[src/rtl/mips_fetch_unit.sv]
// mips_fetch_unit: instruction fetch stage of the 16-bit MIPS datapath.
// Owns the word-addressed PC, drives the combinational instruction memory,
// and fills the IF/ID pipeline register. It handles decode stalls and
// branch/jump redirects.
// Optional feature: define FETCH_HALT_DETECT_EN to stop fetching on HALT_INSTR.
module mips_fetch_unit #(
  parameter logic [31:0] RESET_PC   = 32'h0000_0000,
  parameter logic [15:0] NOP_INSTR  = 16'h0000,
  parameter logic [15:0] HALT_INSTR = 16'hFFFF
) (
  input  logic        clk,
  input  logic        rst_n,
  output logic [31:0] pc_o,
  input  logic [15:0] instr_i,
  input  logic        stall_i,
  input  logic        branch_taken_i,
  input  logic [31:0] branch_target_i,
  output logic [15:0] if_id_instr_o,
  output logic [31:0] if_id_pc_o,
  output logic        if_id_valid_o,
  output logic        halt_o
);

  typedef enum logic [1:0] {
    BOOT   = 2'd0,
    RUN    = 2'd1,
    HALTED = 2'd2
  } state_t;

`ifdef FETCH_HALT_DETECT_EN
  localparam bit HALT_EN = 1'b1;
`else
  localparam bit HALT_EN = 1'b0;
`endif

  state_t      state, state_d;
  logic [31:0] pc_d;
  logic [15:0] instr_d;
  logic [31:0] ipc_d;
  logic        valid_d;

  // State and pipeline registers; reset loads the boot PC and a NOP bubble.
  always_ff @(posedge clk or negedge rst_n) begin
    if (!rst_n) begin
      state         <= BOOT;
      pc_o          <= RESET_PC;
      if_id_instr_o <= NOP_INSTR;
      if_id_pc_o    <= '0;
      if_id_valid_o <= 1'b0;
    end else begin
      state         <= state_d;
      pc_o          <= pc_d;
      if_id_instr_o <= instr_d;
      if_id_pc_o    <= ipc_d;
      if_id_valid_o <= valid_d;
    end
  end

  // Next-state and next-register selection: redirect beats stall beats capture.
  always_comb begin
    state_d = state;
    pc_d    = pc_o;
    instr_d = if_id_instr_o;
    ipc_d   = if_id_pc_o;
    valid_d = if_id_valid_o;
    case (state)
      BOOT: begin
        state_d = RUN;
      end
      RUN: begin
        if (branch_taken_i) begin
          pc_d    = branch_target_i;
          instr_d = NOP_INSTR;
          valid_d = 1'b0;
        end else if (!stall_i) begin
          instr_d = instr_i;
          ipc_d   = pc_o;
          valid_d = 1'b1;
          // A captured halt parks the PC on its own address.
          if (HALT_EN && (instr_i == HALT_INSTR)) state_d = HALTED;
          else                                    pc_d    = pc_o + 32'd1;
        end
      end
      HALTED: begin
        if (branch_taken_i) begin
          pc_d    = branch_target_i;
          instr_d = NOP_INSTR;
          valid_d = 1'b0;
          state_d = RUN;
        end else if (!stall_i) begin
          instr_d = NOP_INSTR;
          valid_d = 1'b0;
        end
      end
      default: begin
        state_d = BOOT;
      end
    endcase
  end

  // halt_o is a decode of the registered state, so it stays glitch-free.
`ifdef FETCH_HALT_DETECT_EN
  assign halt_o = (state == HALTED);
`else
  assign halt_o = 1'b0;
`endif

endmodule
[config.mk]
export PLATFORM = sky130hd
export DESIGN_NAME = mips_fetch_unit
export DESIGN_NICKNAME = d
export VERILOG_FILES = /design/src/rtl/mips_fetch_unit.sv
export SDC_FILE = /design/constraint.sdc
export NUM_CORES = 1
export LEC_CHECK = 0
export CELL_PAD_IN_SITES_DETAIL_PLACEMENT = 0
export CELL_PAD_IN_SITES_GLOBAL_PLACEMENT = 1
export CORE_MARGIN = 4
export CORE_UTILIZATION = 35
export CTS_BUF_LIST = sky130_fd_sc_hd__clkbuf_8
export CTS_CLUSTER_SIZE = 12
export DETAILED_ROUTE_END_ITERATION = 12
export MAX_ROUTING_LAYER = met4
export PLACE_DENSITY = 0.88
export REMOVE_ABC_BUFFERS = 1
export SETUP_SLACK_MARGIN = 0.5
export SYNTH_ARGS = -nofsm -noshare
export SYNTH_HDL_FRONTEND = slang
export SYNTH_SLANG_ARGS = --single-unit
[constraint.sdc]
create_clock -name clk -period 2.23 [get_ports clk]
set_clock_uncertainty 0.2 [all_clocks]
set_input_delay 0.3345 -clock clk [delete_from_list [all_inputs] [get_ports clk]]
set_output_delay 0.3345 -clock clk [all_outputs]
set_load 0.005 [all_outputs]
== Yosys cells after proc, flatten, opt, wreduce, memory -nomap -nowiden ==
Cells that the tools add are included.

* Input bits: 52
* Output and inout bits: 82
* Logic and storage cells: 36
* Register bits after elaboration: 83

* Reduce and logical (&&, ||, !) cells: 6
* Bitwise gates (word level): 3
* Add/subtract/negate cells: 1
* Muxes and demuxes: 16
* Eq/ne operators: 5

{| class="wikitable"
|+ Operators by type and width
! cell !! count
|-
| $mux 32 || 3
|-
| $mux 16 || 4
|-
| $pmux 32 s2 || 1
|-
| $add 32x1->32 const B || 1
|-
| $pmux 16 s2 || 1
|-
| $reduce_and 3->1 || 3
|-
| $ne 3x3->1 const B || 2
|-
| $pmux 2 s3 || 1
|-
| $mux 1 || 4
|-
| $not 1->1 || 3
|-
| $eq 2x1->1 const B || 1
|-
| $eq 2x2->1 const B || 1
|-
| $logic_not 2->1 || 1
|-
| $mux 2 || 1
|-
| $ne 2x2->1 const B || 1
|-
| $pmux 1 s2 || 1
|-
| $reduce_and 2->1 || 1
|-
| $reduce_bool 2->1 || 1
|}

== Logic depth before layout (Yosys ltp) ==
Gate-level depths: netlist of the first run.

* Depth in word-level cells: 4
* Mapped depth: 8
* Gate-level depth less buffers: 6

== Least setup slack after synthesis of the first run ==
No wires, ideal clock.

* Path type: register -> register
* Start point: register pc_o[0]
* End point: register pc_o[14]
* Period minus slack after synthesis: 2.042 ns
* Required time: 1.904 ns
* Path buffers: 0
* Path slack: 0.188 ns
* Library setup time: 0.126 ns
* Arrival: 1.716 ns
* Stages on the path, launching flop included: 7
* Cells stage by stage: dfrtp_1 -> ha_1 -> nand4_1 -> nor3_2 -> a311o_1 -> o21ai_0 -> a311o_1

* Longest elaborated chain between the ends: 4

{| class="wikitable"
|+ RTL lines
! what !! RTL line !! RTL
|-
| start: declaration || 13 || <nowiki>output logic [31:0] pc_o,</nowiki>
|-
| start signal: assignment || 52 || <nowiki>pc_o <= pc_d;</nowiki>
|-
| $add 32x1->32 || 81 || <nowiki>else pc_d = pc_o + 32'd1;</nowiki>
|-
| $mux 32 || 75 || <nowiki>end else if (!stall_i) begin</nowiki>
|-
| $mux 32 || 71 || <nowiki>if (branch_taken_i) begin</nowiki>
|-
| $pmux 32 s2 || 66 || <nowiki>case (state)</nowiki>
|}

Every way passes these cells. The select of a mux whose other input is x is not followed.
A chain may end at the register's enable or synchronous reset.

== Final worst setup path of the first run ==
* Start point: register pc_o[2]
* End point: register pc_o[17]

Same word-level chain as after synthesis.

==> results of run 1 <==
==> cell type report <==
cell class              count  area [sq um]  area share (%)
clock buffers               9           124            1.91
clock inverters             6          83.8            1.30
inverters                   9          33.8           0.522
multi-input cells         314          1910            29.4
flip-flops and latches     82          2070            32.0
well taps                 140           175            2.71
repair buffers            233          2080            32.1
==> layer usage <==
layer | up-vias | global-route usage (%)
met5 | - | -
met4 | 0 | 5.78
li1 | 1975 | -
met3 | 21 | 5.76
met1 | 2063 | 27.2
met2 | 189 | 35.1
==> worst max path at each step <==
stage                     slack, ps  cells past startpoint  endpoint  startpoint
after floorplan               -1400                      5  pc_o[23]     stall_i
after global placement          170                      6  pc_o[29]     stall_i
after detailed placement        120                      6  pc_o[14]     stall_i
after CTS                       350                      8  pc_o[23]     pc_o[2]
after global routing            140                      7  pc_o[30]     pc_o[1]
final                           320                      7  pc_o[17]     pc_o[2]
==> Yosys cell counts, types with 2 or more instances <==
cell type    n  share of area, %
dfrtp_1     82                52
clkbuf_2     2              0.25
nor3_1       8               1.0
and2_2       2              0.38
o22ai_1      8               1.3
or3_1        7               1.1
and3_2       2              0.38
a2bb2oi_1    4              0.89
mux2i_1      2              0.51
buf_2        5              0.63
clkbuf_1    18               1.7
a211oi_1     3              0.57
nand3_1     19               2.4
inv_1        9              0.85
and3_1       7               1.1
a31oi_1      3              0.47
o211a_1      2              0.51
o21ai_0     30               3.8
a22oi_1      6               1.1
nand4_1      9               1.4
a311oi_1     6               1.3
o2bb2ai_1    2              0.44
a22o_1      16               3.5
nor2_1      26               2.5
nor4_4       2               1.1
o211ai_1     2              0.38
buf_1        4              0.38
and2_1       2              0.32
conb_1       2              0.19
a311o_1      2              0.51
nand2_1    107                10
a21oi_1     16               2.0
==> kinds of logic (layout without fill, tap and decap cells) <==
logic type	Yosys count	in the layout	share of synthesized area, %
simple gates	198	198	23.6
compound gates	110	110	19.2
flops	82	82	51.9
buf+inv	39	257	4.02
mux	3	3	0.791
other cells	2	2	0.190
fa+ha+maj	1	1	0.317
==> what timing repair did <==
action | 4_1_cts | 5_1_grt
endpoints found under the setup margin | 104 | 49
endpoints found under the hold margin | 35 | 0
pin swaps | 25 | 14
hold buffers | 1 | 0
setup buffers | 56 | 12
resized for setup | 132 | 30
==> placed cells by master (no fill, tap or decap), drive strengths merged, types with 11 or more instances in the layout <==
master / synthesis / routed
o21ai: 30 / 30
nor2: 26 / 26
dfrtp: 82 / 82
buf: 10 / 103
a21oi: 16 / 16
nand2: 108 / 108
dlygate4sd2: 0 / 76
clkbuf: 20 / 11
a22o: 16 / 16
clkdlybuf4s50: 0 / 49
nand3: 19 / 19
==> power by group through the flow <==
stage / clock [mW] / sequential (mW) / combinational [mW]
detailed placement: 0 / 1.96 / 1.24
CTS: 1.19 / 1.89 / 1.36
finish: 1.16 / 1.89 / 1.42
floorplan: 0 / 1.98 / 0.351
global placement: 0 / 1.95 / 1.21
global route: 1.25 / 1.93 / 1.55
==> worst min-delay path, stage by stage (launching register included) <==
cell	delay (ps)
dfrtp_1	340
nand2_1	50
nand2_1	50
==> registers in the layout (all words and copies together), names as in the netlist <==
register,count
state,1
if_id_pc_o,32
if_id_instr_o,16
pc_o,32
if_id_valid_o,1
==> metrics by stage <==
step | worst slack, ps | instances | setup TNS [ps]
after floorplan | -1400 | 405 | -48420
after global placement | 166 | 709 | 0
after detailed placement | 119 | 709 | 0
after CTS | 348 | 781 | 0
after global routing | 142 | 793 | 0
final | 323 | 793 | 0
==> flow_summary.toml, run 1 <==
[clock_network]
cts_tree = "yes"
htree_levels = 3
path_clk_slew_ps = 80
numCtsBuffers = 9
clock_latency_ps = 360
clkSinkCount = 82
max-clock-path-buffers = 2
cts-root-buf = "clkbuf_8"

[cells_and_area]
fillers = 980
drive_above_1_share_pct = 27.0
final_core_util_pct = 59.2
stdcell_area_sq_um = 6470
diodes = 0
finalNetCount = 702
syn_to_final_growth_pct = 63.7

[sta]
timing.final.crit_share_pct = 85.5
max_slew.worst_pin.slew_ps = 520
slew_violations = 0
finalCriticalPeriod_ps = 1910
fmax_mhz = 525
rsz0062_at_grt = "true"
timing.hold.ws_ps = 273
setup_violations = 0
slew_headroom_pct = 65.3
hold_violations = 0

[route]
detail_route.wl_per_cell_um = 17.2
drt-pass1-iter-count = 5
highest_layer = "met4"
dr_wl_met3_um = 1040
wl_um = 13700
post-route-drc-count = 0
dr_wl_met2_um = 6610
drtIter0Drc = 268
viasPerCell = 5.36
ant_nets = 0
num_vias = 4248
drt-met1-wl_um = 5800

[yosys]
syn_area_sq_um = 3950
postSynthCellCount = 435
syn_avg_cell_area_sq_um = 9.09
synth_enable_flop_cells = 0
yosysSeqAreaShare_pct = 51.9
ys_ff_latch = 82
ys_warn_count = 0
ys_types = 52
synth-main-ff-cell = "dfrtp_1"
async_reset_ff_share_pct = 100

[setup_path]
r2r_cells = 7
crit_top_cell = "buf_4"
slowest_stage = "or3_4"
r2r_end = "pc_o[17]"
critical_path.cell_chain = "buf_4 > nand2_2 > nor4_4 > buf_4 > nand2_4 > or3_4 > o311a_1"
required_ps = 2280
worstPathArrival_ps = 1950
cp_top_family = "simple AND/OR/NAND/NOR gates"
reg2reg_slack_ps = 320
path_buf_inv = 2
setup.worst_path.start_class = "flip-flop"
r2r-start = "pc_o[2]"
path_max_fanout = 5
crit_path_end_kind = "flip-flop"
crit_type = "flip-flop to flip-flop"
max_stage_delay_ps = 380

[global_routing]
antenna_found_initial = 0
track_usage_pct = 21.8
grt-ovfl-total = 0
grt_pass1_wl_um = 21900
grt_max_degree = 38
grt_pass1_vias = 4351

[floorplan]
die_w_um = 114
row_count = 38
start_util_pct = 36.1
dieHeight_um = 114
dieArea_sq_um = 13100
core_sq_um = 10900
pin_count = 134

[pwr]
power_frac_clock_pct = 26.0
power.share.sequential_pct = 42.3
p_total_mw = 4.47
pwr-share-comb_pct = 31.7
switching_share_pct = 30.2
p_sw_mw = 1.35
p_per_area_nw_per_um2 = 691
p_leak_nw = 3.14
ir_drop_uv = 329
internal_power_mw = 3.12

[placed_design]
port_buffers = 132
dpl_cell_area_sq_um = 5620
hpwlAfterDp_um = 9140
place_congestion = 0.830

[outcome]
status = "finished clean"

[hold_path]
worstHoldStart = "if_id_pc_o[28]"
holdPathEnd = "if_id_pc_o[28]"
hold_path_depth = 2
hold_path_class = "flip-flop to flip-flop"

[run]
max-cap-violations = 0
Note: power is estimated with default switching activity, not from simulation.
==> run 2: changes to the inputs <==
Settings changed: CORE_UTILIZATION 35 to 34, CTS_BUF_LIST sky130_fd_sc_hd__clkbuf_8 to default, PLACE_DENSITY 0.88 to default, PLACE_DENSITY_LB_ADDON from default to 0.1, REMOVE_ABC_BUFFERS 1 to default.
==> run 2 against run 1 <==
Power increased by 7.8%. Final cell count down 0.63%. Register-to-register slack gained 70 ps. Maximum frequency grew 4.0%. Clock power up 33%. Core utilization down 2.3 points. First-iteration DRC count down 36%. Critical endpoint unchanged.
==> flow_summary.toml, run 2 (synthesized netlist as in run 1, its figures left out) <==
[setup_path]
crit_top_cell = "buf_4"
path_buf_inv = 2
crit_path_end_kind = "flip-flop"
setup.worst_path.start_class = "flip-flop"
cp_top_family = "simple AND/OR/NAND/NOR gates"
crit_type = "flip-flop to flip-flop"
max_stage_delay_ps = 340
required_ps = 2260
critical_path.cell_chain = "buf_4 > nand2_2 > nor4_4 > buf_4 > nand2_4 > or3_1 > o311a_1"
worstPathArrival_ps = 1860
slowest_stage = "dfrtp_1"
path_max_fanout = 6

[sta]
slew_violations = 0
timing.hold.ws_ps = 248
hold_violations = 0
setup_violations = 0
rsz0062_at_grt = "true"
final.setup.tns_ps = 0
finalCriticalPeriod_ps = 1830
timing.final.crit_share_pct = 82.2
fmax_mhz = 546

[route]
post-route-drc-count = 0
drt-pass1-iter-count = 4
viasPerCell = 5.14
detail_route.wl_per_cell_um = 16.4
num_vias = 4053
ant_nets = 0
drtIter0Drc = 171
wl_um = 12900

[global_routing]
grt-ovfl-total = 0
grt_pass1_vias = 4155
grt_max_degree = 35
grt_pass1_wl_um = 21000
track_usage_pct = 20.6
antenna_found_initial = 0

[pwr]
p_total_mw = 4.82
ir_drop_uv = 340
p_leak_nw = 3.20
p_per_area_nw_per_um2 = 742

[cells_and_area]
multiInputGateArea_sq_um = 1900
drive_above_1_share_pct = 25.4
layout_common_cells = "nand2_1 (102), dlygate4sd2_1 (73), buf_4 (72)"
fillers = 1069
reg_top3 = "if_id_pc_o (32), pc_o (32), if_id_instr_o (16)"
finalNetCount = 693
syn_to_final_growth_pct = 64.4
final_common_cell = "nand2_1"
diodes = 0
seqCellArea_sq_um = 2070

[clock_network]
cts_tree = "yes"
numCtsBuffers = 9
cts-root-buf = "clkbuf_16"
max-clock-path-buffers = 2
clkSinkCount = 82
path_clk_slew_ps = 60
clock_latency_ps = 340
htree_levels = 3

[floorplan]
core_sq_um = 11400
row_count = 39
dieHeight_um = 116
start_util_pct = 34.6
die_w_um = 116
pin_count = 134
dieArea_sq_um = 13400

[yosys]
synth_nets = 488

[hold_path]
hold_path_class = "primary input to asynchronous set/reset pin"

[run]
max-cap-violations = 0

[placed_design]
port_buffers = 132
hpwlAfterDp_um = 9070
place_congestion = 0.832

[outcome]
status = "finished clean"
==> run 2: cell count changes in the layout (fill, tap and decap cells not counted), moves of 3 or more <==
| cell | before | now |
|---|---|---|
| clkbuf_16 | 0 | 9 |
| buf_4 | 80 | 72 |
| clkbuf_8 | 9 | 2 |
| dlymetal6s2s_1 | 0 | 6 |
| dlygate4sd2_1 | 76 | 73 |
| nand2_2 | 6 | 3 |
| o21ai_0 | 23 | 26 |
==> run 2: timing repair <==
| item | in CTS | in global routing |
|---|---|---|
| cloned | 0 | 0 |
| setup endpoints to repair | 110 | 61 |
| resized for setup | 123 | 22 |
| pin swaps | 17 | 11 |
| setup buffers | 49 | 8 |
| hold endpoints to repair | 24 | 0 |
| hold buffers | 1 | 0 |
==> run 2: per-stage QoR <==
| step | util [%] | instance area (sq um) | setup slack (ps) | cells |
|---|---|---|---|---|
| after global routing | 56.9 | 6500 | 300 | 788 |
| after detailed placement | 49.3 | 5630 | 80.4 | 714 |
| final | 56.9 | 6500 | 397 | 788 |
| after floorplan | - | 3990 | 324 | 435 |
| after global placement | 49.3 | 5630 | 142 | 714 |
| after CTS | 56.0 | 6390 | 388 | 780 |
==> run 2: cell type report <==
class | count | area share (%)
inverters | 9 | 0.520
well taps | 143 | 2.75
repair buffers | 224 | 31.0
flip-flops and latches | 82 | 31.9
clock inverters | 4 | 0.770
clock buffers | 12 | 3.95
multi-input cells | 314 | 29.2
==> run 2: path summary, 6_finish.rpt <==
kind                                start  cells after the start  slack (ps)        endpoint
max                               pc_o[5]                      7         400        pc_o[17]
min reg2reg                 if_id_pc_o[0]                      2         270   if_id_pc_o[0]
max in group asynchronous           rst_n                      3         910        pc_o[25]
min                                 rst_n                      2         250  if_id_pc_o[30]
min in group clk           branch_taken_i                      4         250        pc_o[25]
max reg2reg                       pc_o[5]                      7         400        pc_o[17]
==> run 2: report_power, final <==
group	switching, mW	internal, mW
sequential	0.160	1.73
clock	0.610	0.927
combinational	0.626	0.765
==> run 2: per-layer routing <==
metal / track usage [%] / wire length [um]
met1: 28.0 / 6010
met2: 31.1 / 6020
met3: 3.66 / 629
met4: 7.42 / 284
met5: - / 0
==> run 3: changes to the inputs <==
Clock period 2.23 ns to 1.8 ns, I/O delays scaled along.
==> run 3 against run 2 <==
The run now ends with setup timing left. Flip-flop and latch count did not move. Worst hold slack got worse by 57 ps. Critical path depth did not move. Wire length rose by 36%. First-iteration DRC count rose by 88%. Worst setup slack got worse by 610 ps. Non-clock buffer count rose by 119. Power rose by 49%. Die area did not move.
==> flow_summary.toml, run 3 (synthesized netlist as in run 1, its figures left out) <==
[outcome]
status = "complete, but fails checks"
violations = "setup timing"

[pwr]
ir_drop_uv = 705
p_leak_nw = 3.95
p_per_area_nw_per_um2 = 875

[route]
ant_nets = 0
drt-pass1-iter-count = 5
drtIter0Drc = 321
viasPerCell = 5.35
num_vias = 4855
wl_um = 17600
detail_route.wl_per_cell_um = 19.4
post-route-drc-count = 0

[floorplan]
row_count = 39
dieArea_sq_um = 13400
die_w_um = 116
start_util_pct = 34.6
core_sq_um = 11400
dieHeight_um = 116
pin_count = 134

[global_routing]
grt_pass1_wl_um = 25200
antenna_found_initial = 0
track_usage_pct = 25.1
grt-ovfl-total = 0
grt_max_degree = 33
grt_pass1_vias = 4819

[setup_path]
worstPathArrival_ps = 2030
reg2reg_slack_ps = -210
crit_type = "flip-flop to flip-flop"
setup.worst_path.start_class = "flip-flop"
required_ps = 1820
crit_path_end_kind = "flip-flop"
path_max_fanout = 3

[run]
max-cap-violations = 0

[sta]
setup_violations = 19
setup_ws_ps = -211
rsz0062_at_grt = "true"
finalCriticalPeriod_ps = 2010
timing.hold.ws_ps = 192
slew_violations = 0
fmax_mhz = 497
timing.final.crit_share_pct = 112
hold_violations = 0

[cells_and_area]
diodes = 0
fillers = 820
layout_common_cells = "buf_4 (116), buf_6 (104), dfrtp_1 (75)"
drive_above_1_share_pct = 57.4
reg_top3 = "if_id_pc_o (32), pc_o (32), if_id_instr_o (16)"
final_common_cell = "buf_4"
syn_to_final_growth_pct = 107
finalNetCount = 813

[clock_network]
cts-root-buf = "clkbuf_16"
numCtsBuffers = 9
clock_latency_ps = 340
htree_levels = 3
cts_tree = "yes"
path_clk_slew_ps = 70
max-clock-path-buffers = 2
clkSinkCount = 82

[hold_path]
hold_path_class = "primary input to asynchronous set/reset pin"

[yosys]
synth_nets = 488

[placed_design]
place_congestion = 0.857
hpwlAfterDp_um = 9490
port_buffers = 132
dp_slack_ps = -304
## run 3: changes by cell type in the layout (fill, tap and decap cells not counted), sizes merged, moves of 5 or more
cell          before  now
dlymetal6s2s       6    1
buf               93  292
clkbuf            14    9
dlygate4sd2       73    0
## run 3: worst paths after layout
check	cells after the start	endpoint	start
min in group clk	4	pc_o[19]	branch_taken_i
max	7	pc_o[14]	pc_o[11]
min reg2reg	2	if_id_pc_o[25]	if_id_pc_o[25]
max in group asynchronous	3	pc_o[2]	rst_n
max reg2reg	7	pc_o[14]	pc_o[11]
min	2	if_id_pc_o[29]	rst_n
## run 3: area by class of cell
| class | instances | area (sq um) | area share (%) |
|---|---|---|---|
| Tap cell | 143 | 179 | 2.18 |
| Timing Repair Buffer | 343 | 3250 | 39.6 |
| Clock buffer | 9 | 225 | 2.75 |
| Sequential cell | 82 | 2060 | 25.1 |
| Inverter | 9 | 40.0 | 0.488 |
| Multi-Input combinational cell | 315 | 2350 | 28.6 |
| Clock inverter | 7 | 101 | 1.24 |
## run 3: per-stage QoR
stage / cell area (sq um) / setup TNS [ps] / util (%) / instances / total power, mW
floorplan: 4170 / -448 / - / 435 / 2.99
global placement: 6000 / -11560 / 52.6 / 754 / 4.08
detailed placement: 6000 / -13710 / 52.6 / 754 / 4.11
CTS: 7580 / -394 / 66.4 / 868 / 6.74
global route: 8200 / -3140 / 71.8 / 908 / 7.51
finish: 8200 / -1750 / 71.8 / 908 / 7.17
## run 3: what timing repair did
action / in CTS / in global routing
gates cloned: 8 / 0
hold buffers: 1 / 0
endpoints found under the setup margin: 162 / 162
gates resized for setup: 519 / 83
pin swaps: 97 / 62
hold endpoints to repair: 35 / 0
setup buffers: 89 / 40
## run 3: layer usage
metal	up-vias	GRT usage (%)	share of wire, %
li1	2210	-	-
met1	2392	30.8	39
met2	206	42.0	51
met3	47	4.49	5.9
met4	0	8.04	3.5
met5	-	-	0
## run 3: worst max-delay path, cell delays in order, from the launching register on
cell,delay (ps)
dfrtp_1,440
buf_4,160
nand4_1,140
buf_4,170
nor3_4,230
a311o_1,200
o21ai_1,70
a311o_1,280
## run 3: power by group
group          switching [mW]  internal, mW  total, mW  leakage [nW]
registers               0.222          2.14       2.36          1.01
logic                    1.17          1.58       2.75          2.78
clock network           0.834          1.23       2.07         0.158
total                    2.22          4.95       7.17          3.95
==> RTL change 1: new RTL, settings of run 2 <==
The option `FETCH_HALT_DETECT_EN` is turned on by a define.
--- a/src/rtl/mips_fetch_unit.sv
+++ b/src/rtl/mips_fetch_unit.sv
@@ -4,4 +4,6 @@
 // branch/jump redirects.
 // Optional feature: define FETCH_HALT_DETECT_EN to stop fetching on HALT_INSTR.
+`define FETCH_HALT_DETECT_EN
+
 module mips_fetch_unit #(
   parameter logic [31:0] RESET_PC   = 32'h0000_0000,
Check against the original RTL: not equivalent (a bounded check fails within 4 cycles, from zero or initial values and one cycle with rst_n low).
==> RTL change 1 against run 2 <==
Design area up 20%. Worst hold slack worse by 170 ps. Area after synthesis up 5.3%. Power up 3.4%. Sequential cell count up 1. Largest cell class is now buffers. Sequential share of layout area down 4.9 points. Worst setup slack worse by 160 ps. Routed wire length up 23%. Global-route usage up 0.85 points. Fmax down 8.1%. Largest power group unchanged.
==> RTL change 1: results (changes against run 2) <==
status=finished, final reports clean; fill count=953 (-11%); PortBufs=133 (+0.76%); global-route wire length before repair=23600 µm (+12%); all-layer global routing usage=21.5% (+0.85 points); pin count of the biggest net entering global routing=50 (+43%); WL final=15900 µm (+23%); Lkg Pwr=3.67 nW (+15%); post_cts resized=149 (+21%); Worst VDD drop=0.000480 V (+41%); FF+latch area=2100 µm² (+1.3%); post-CTS setup buffer count=62 (+27%); hold crit path type=input pin to flip-flop; total power divided by cell area=641 nW/µm² (-14%); worst slack, placed=-169 ps (-250 ps); Synth area leaders=dfrtp_1 50%, mux2_2 8.7%, a21oi_1 3.0%; Sw Ratio=27.4% (-1.6 points); Pre-antenna DRT Iters=6 (+2); drt initial violations=206 (+20%); worst hold margin=80.5 ps (-168 ps); Synth Area per Inst=10.5 µm² (+15%); gp weighted congestion=0.842 (+1.3%); top cells by count, synth=83 x dfrtp_1, 33 x nand2_1, 32 x mux2_2; WL per Instance=19.8 µm (+21%); Post-Place Cell Area=6000 µm² (+6.6%); Layout Nets=704 (+1.6%); cells on worst reg2reg path=6 (-1); Worst R2R End=pc_o[31]$_DFFE_PN0P_; Worst-path clk slew=60 ps (about the same); vias per cell=5.44 (+5.8%); sequential fraction of the synthesis area=49.9% (-2.0 points); Crit path arrival time=2020 ps (+160 ps); syn nets=451 (-7.6%); vias in the first global route=4392 (+5.7%)
==> RTL change 1: cell count changes in the layout (fill, tap and decap cells not counted), sizes merged, moves of 7 or more <==
cell           change
a21oi              +9
a31oi             +12
buf               +43
clkdlybuf4s50      -8
dlygate4sd2       -13
dlymetal6s2s      +24
mux2              +31
nand2             -74
o21ai             -15
o22a              +12
or3                -7
==> RTL change 1: worst max-delay path: stages, from the launching register on <==
cell and delay, ps:
dfrtp_1 340, buf_4 140, and2_4 180, and3_1 250, nand3_1 160, o311a_1 390
a211o_1 220
==> RTL change 1: final cells by class <==
class                      count  area share [%]
timing repair buffer         272            35.7
multi-input combinational    278            30.8
sequential                    83            27.0
clock buffer                  14            3.40
tap                          147            2.37
clock inverter                 2           0.451
inverter                       7           0.338
==> RTL change 1: kinds of logic after synthesis <==
group,share of synthesized area (%)
simple gates,14.8
buf+inv,4.09
compound gates,22.0
mux,8.89
flops,49.9
fa+ha+maj,0.300
==> RTL change 1: worst max path at each step <==
stage                     slack, ps  cells past startpoint                 start                   end
after floorplan                 240                      7   pc_o[0]$_DFFE_PN0P_  pc_o[20]$_DFFE_PN0P_
after CTS                       320                      6  pc_o[15]$_DFFE_PN0P_  pc_o[31]$_DFFE_PN0P_
after detailed placement       -170                      7        branch_taken_i  pc_o[31]$_DFFE_PN0P_
after global placement         -140                      7        branch_taken_i  pc_o[31]$_DFFE_PN0P_
final                           240                      6  pc_o[15]$_DFFE_PN0P_  pc_o[31]$_DFFE_PN0P_
after global routing            160                      6  pc_o[15]$_DFFE_PN0P_  pc_o[31]$_DFFE_PN0P_
==> RTL change 1: layer usage <==
metal  wire length, µm  vias up  GRT usage, %
met5                 0        -             -
met4               303        0          6.52
met3               824       30          3.01
met2              7710      172          35.1
met1              7050     2154          27.8
li1                  -     2015             -
==> RTL change 2: new RTL, config.mk and constraints of run 2 <==
Made on the original files. Encoding of `state_t`: now one-hot (3 bits for 3 states).
--- a/src/rtl/mips_fetch_unit.sv
+++ b/src/rtl/mips_fetch_unit.sv
@@ -22,8 +22,8 @@
 );
 
-  typedef enum logic [1:0] {
-    BOOT   = 2'd0,
-    RUN    = 2'd1,
-    HALTED = 2'd2
+  typedef enum logic [2:0] {
+    BOOT   = 3'b001,
+    RUN    = 3'b010,
+    HALTED = 3'b100
   } state_t;
 
Check against the original RTL: same outputs for any inputs over 4 cycles, from zero or initial values and one cycle with rst_n low; so few cycles prove little.
==> RTL change 2 against run 2 <==
Area after synthesis grew 1.8%. Power grew 1.9%. Highest routed layer unchanged. Worst setup slack lost 140 ps. Design area grew 7.5%. Sequential cell count grew 1. Sequential share of layout area shrank 2.0 points. Routed wire length grew 4.8%.
==> RTL change 2: results (changes against run 2) <==
drt initial violations=212 (+24%); Post-Place Cell Area=5820 µm² (+3.4%); Comb pwr share=29.0% (about the same); Switch Pwr=1.32 mW (-5.7%); pin count of the biggest net entering global routing=51 (+46%); met3 wire length=672 µm (+6.8%); vias in the first global route=4067 (-2.1%); worst hold margin=287 ps (+39.0 ps); Worst R2R End=pc_o[14]$_DFFE_PN0P_; post-CTS setup buffer count=60 (+22%); Synth area leaders=dfrtp_1 51%, mux2_2 9.0%, a22o_1 3.5%; Worst VDD drop=0.000362 V (+6.5%); top cells by count, synth=82 x dfrtp_1, 32 x mux2_2, 27 x a21oi_1; register share of total power=38.1% (-1.2 points); GR Util met3=5.50% (+1.8 points); Layout Nets=643 (-7.2%); maximum fanout along the worst path=4 (-2); Synth Area per Inst=10.9 µm² (+20%); CP max stage delay=590 ps (+250 ps); HPWL Detailed=8370 µm (-7.7%); vias post-DR=3872 (-4.5%); post_cts resized=125 (+1.6%); syn nets=421 (-14%); met2 Track Usage GR=33.9% (+2.9 points); fill count=993 (-7.1%); Sw Ratio=26.8% (-2.1 points); synth unique cells=60 (+15%); GRT met1 Usage=26.7% (-1.3 points); vias per cell=5.25 (+2.1%); status=finished, final reports clean
-- RTL change 2: changes by cell type after synthesis, moves of 6 or more --
cell      delta
nand3_1      -8
clkbuf_1     -6
nor2_1       -9
o21ai_0      -8
nand2_1     -92
mux2_2      +31
a21oi_1     +11
-- RTL change 2: logic make-up after synthesis --
| logic type | synth area share, % |
|---|---|
| buf+inv | 4.54 |
| flops | 51.6 |
| simple gates | 15.1 |
| fa+ha+maj | 0.311 |
| compound gates | 18.7 |
| other cells | 0.0932 |
| mux | 9.45 |
| xor+xnor | 0.218 |
-- RTL change 2: area by class of cell --
type / instances / area [µm²] / share of cell area (%)
multi-input cells: 247 / 2050 / 29.3
well taps: 143 / 179 / 2.56
repair buffers: 239 / 2310 / 33.1
inverters: 10 / 37.5 / 0.537
flip-flops and latches: 83 / 2090 / 29.9
clock buffers: 11 / 243 / 3.47
clock inverters: 4 / 75.1 / 1.07
-- RTL change 2: how the worst max path moves through the flow --
| stage | from | end | slack, ps | cells after the start |
|---|---|---|---|---|
| after CTS | pc_o[0]$_DFFE_PN0P_ | pc_o[18]$_DFFE_PN0P_ | 210 | 6 |
| final | pc_o[0]$_DFFE_PN0P_ | pc_o[14]$_DFFE_PN0P_ | 260 | 7 |
| after detailed placement | pc_o[1]$_DFFE_PN0P_ | pc_o[20]$_DFFE_PN0P_ | 120 | 6 |
| after global placement | pc_o[1]$_DFFE_PN0P_ | pc_o[20]$_DFFE_PN0P_ | 160 | 6 |
| after global routing | pc_o[0]$_DFFE_PN0P_ | pc_o[18]$_DFFE_PN0P_ | 210 | 6 |
| after floorplan | pc_o[1]$_DFFE_PN0P_ | pc_o[20]$_DFFE_PN0P_ | 220 | 7 |
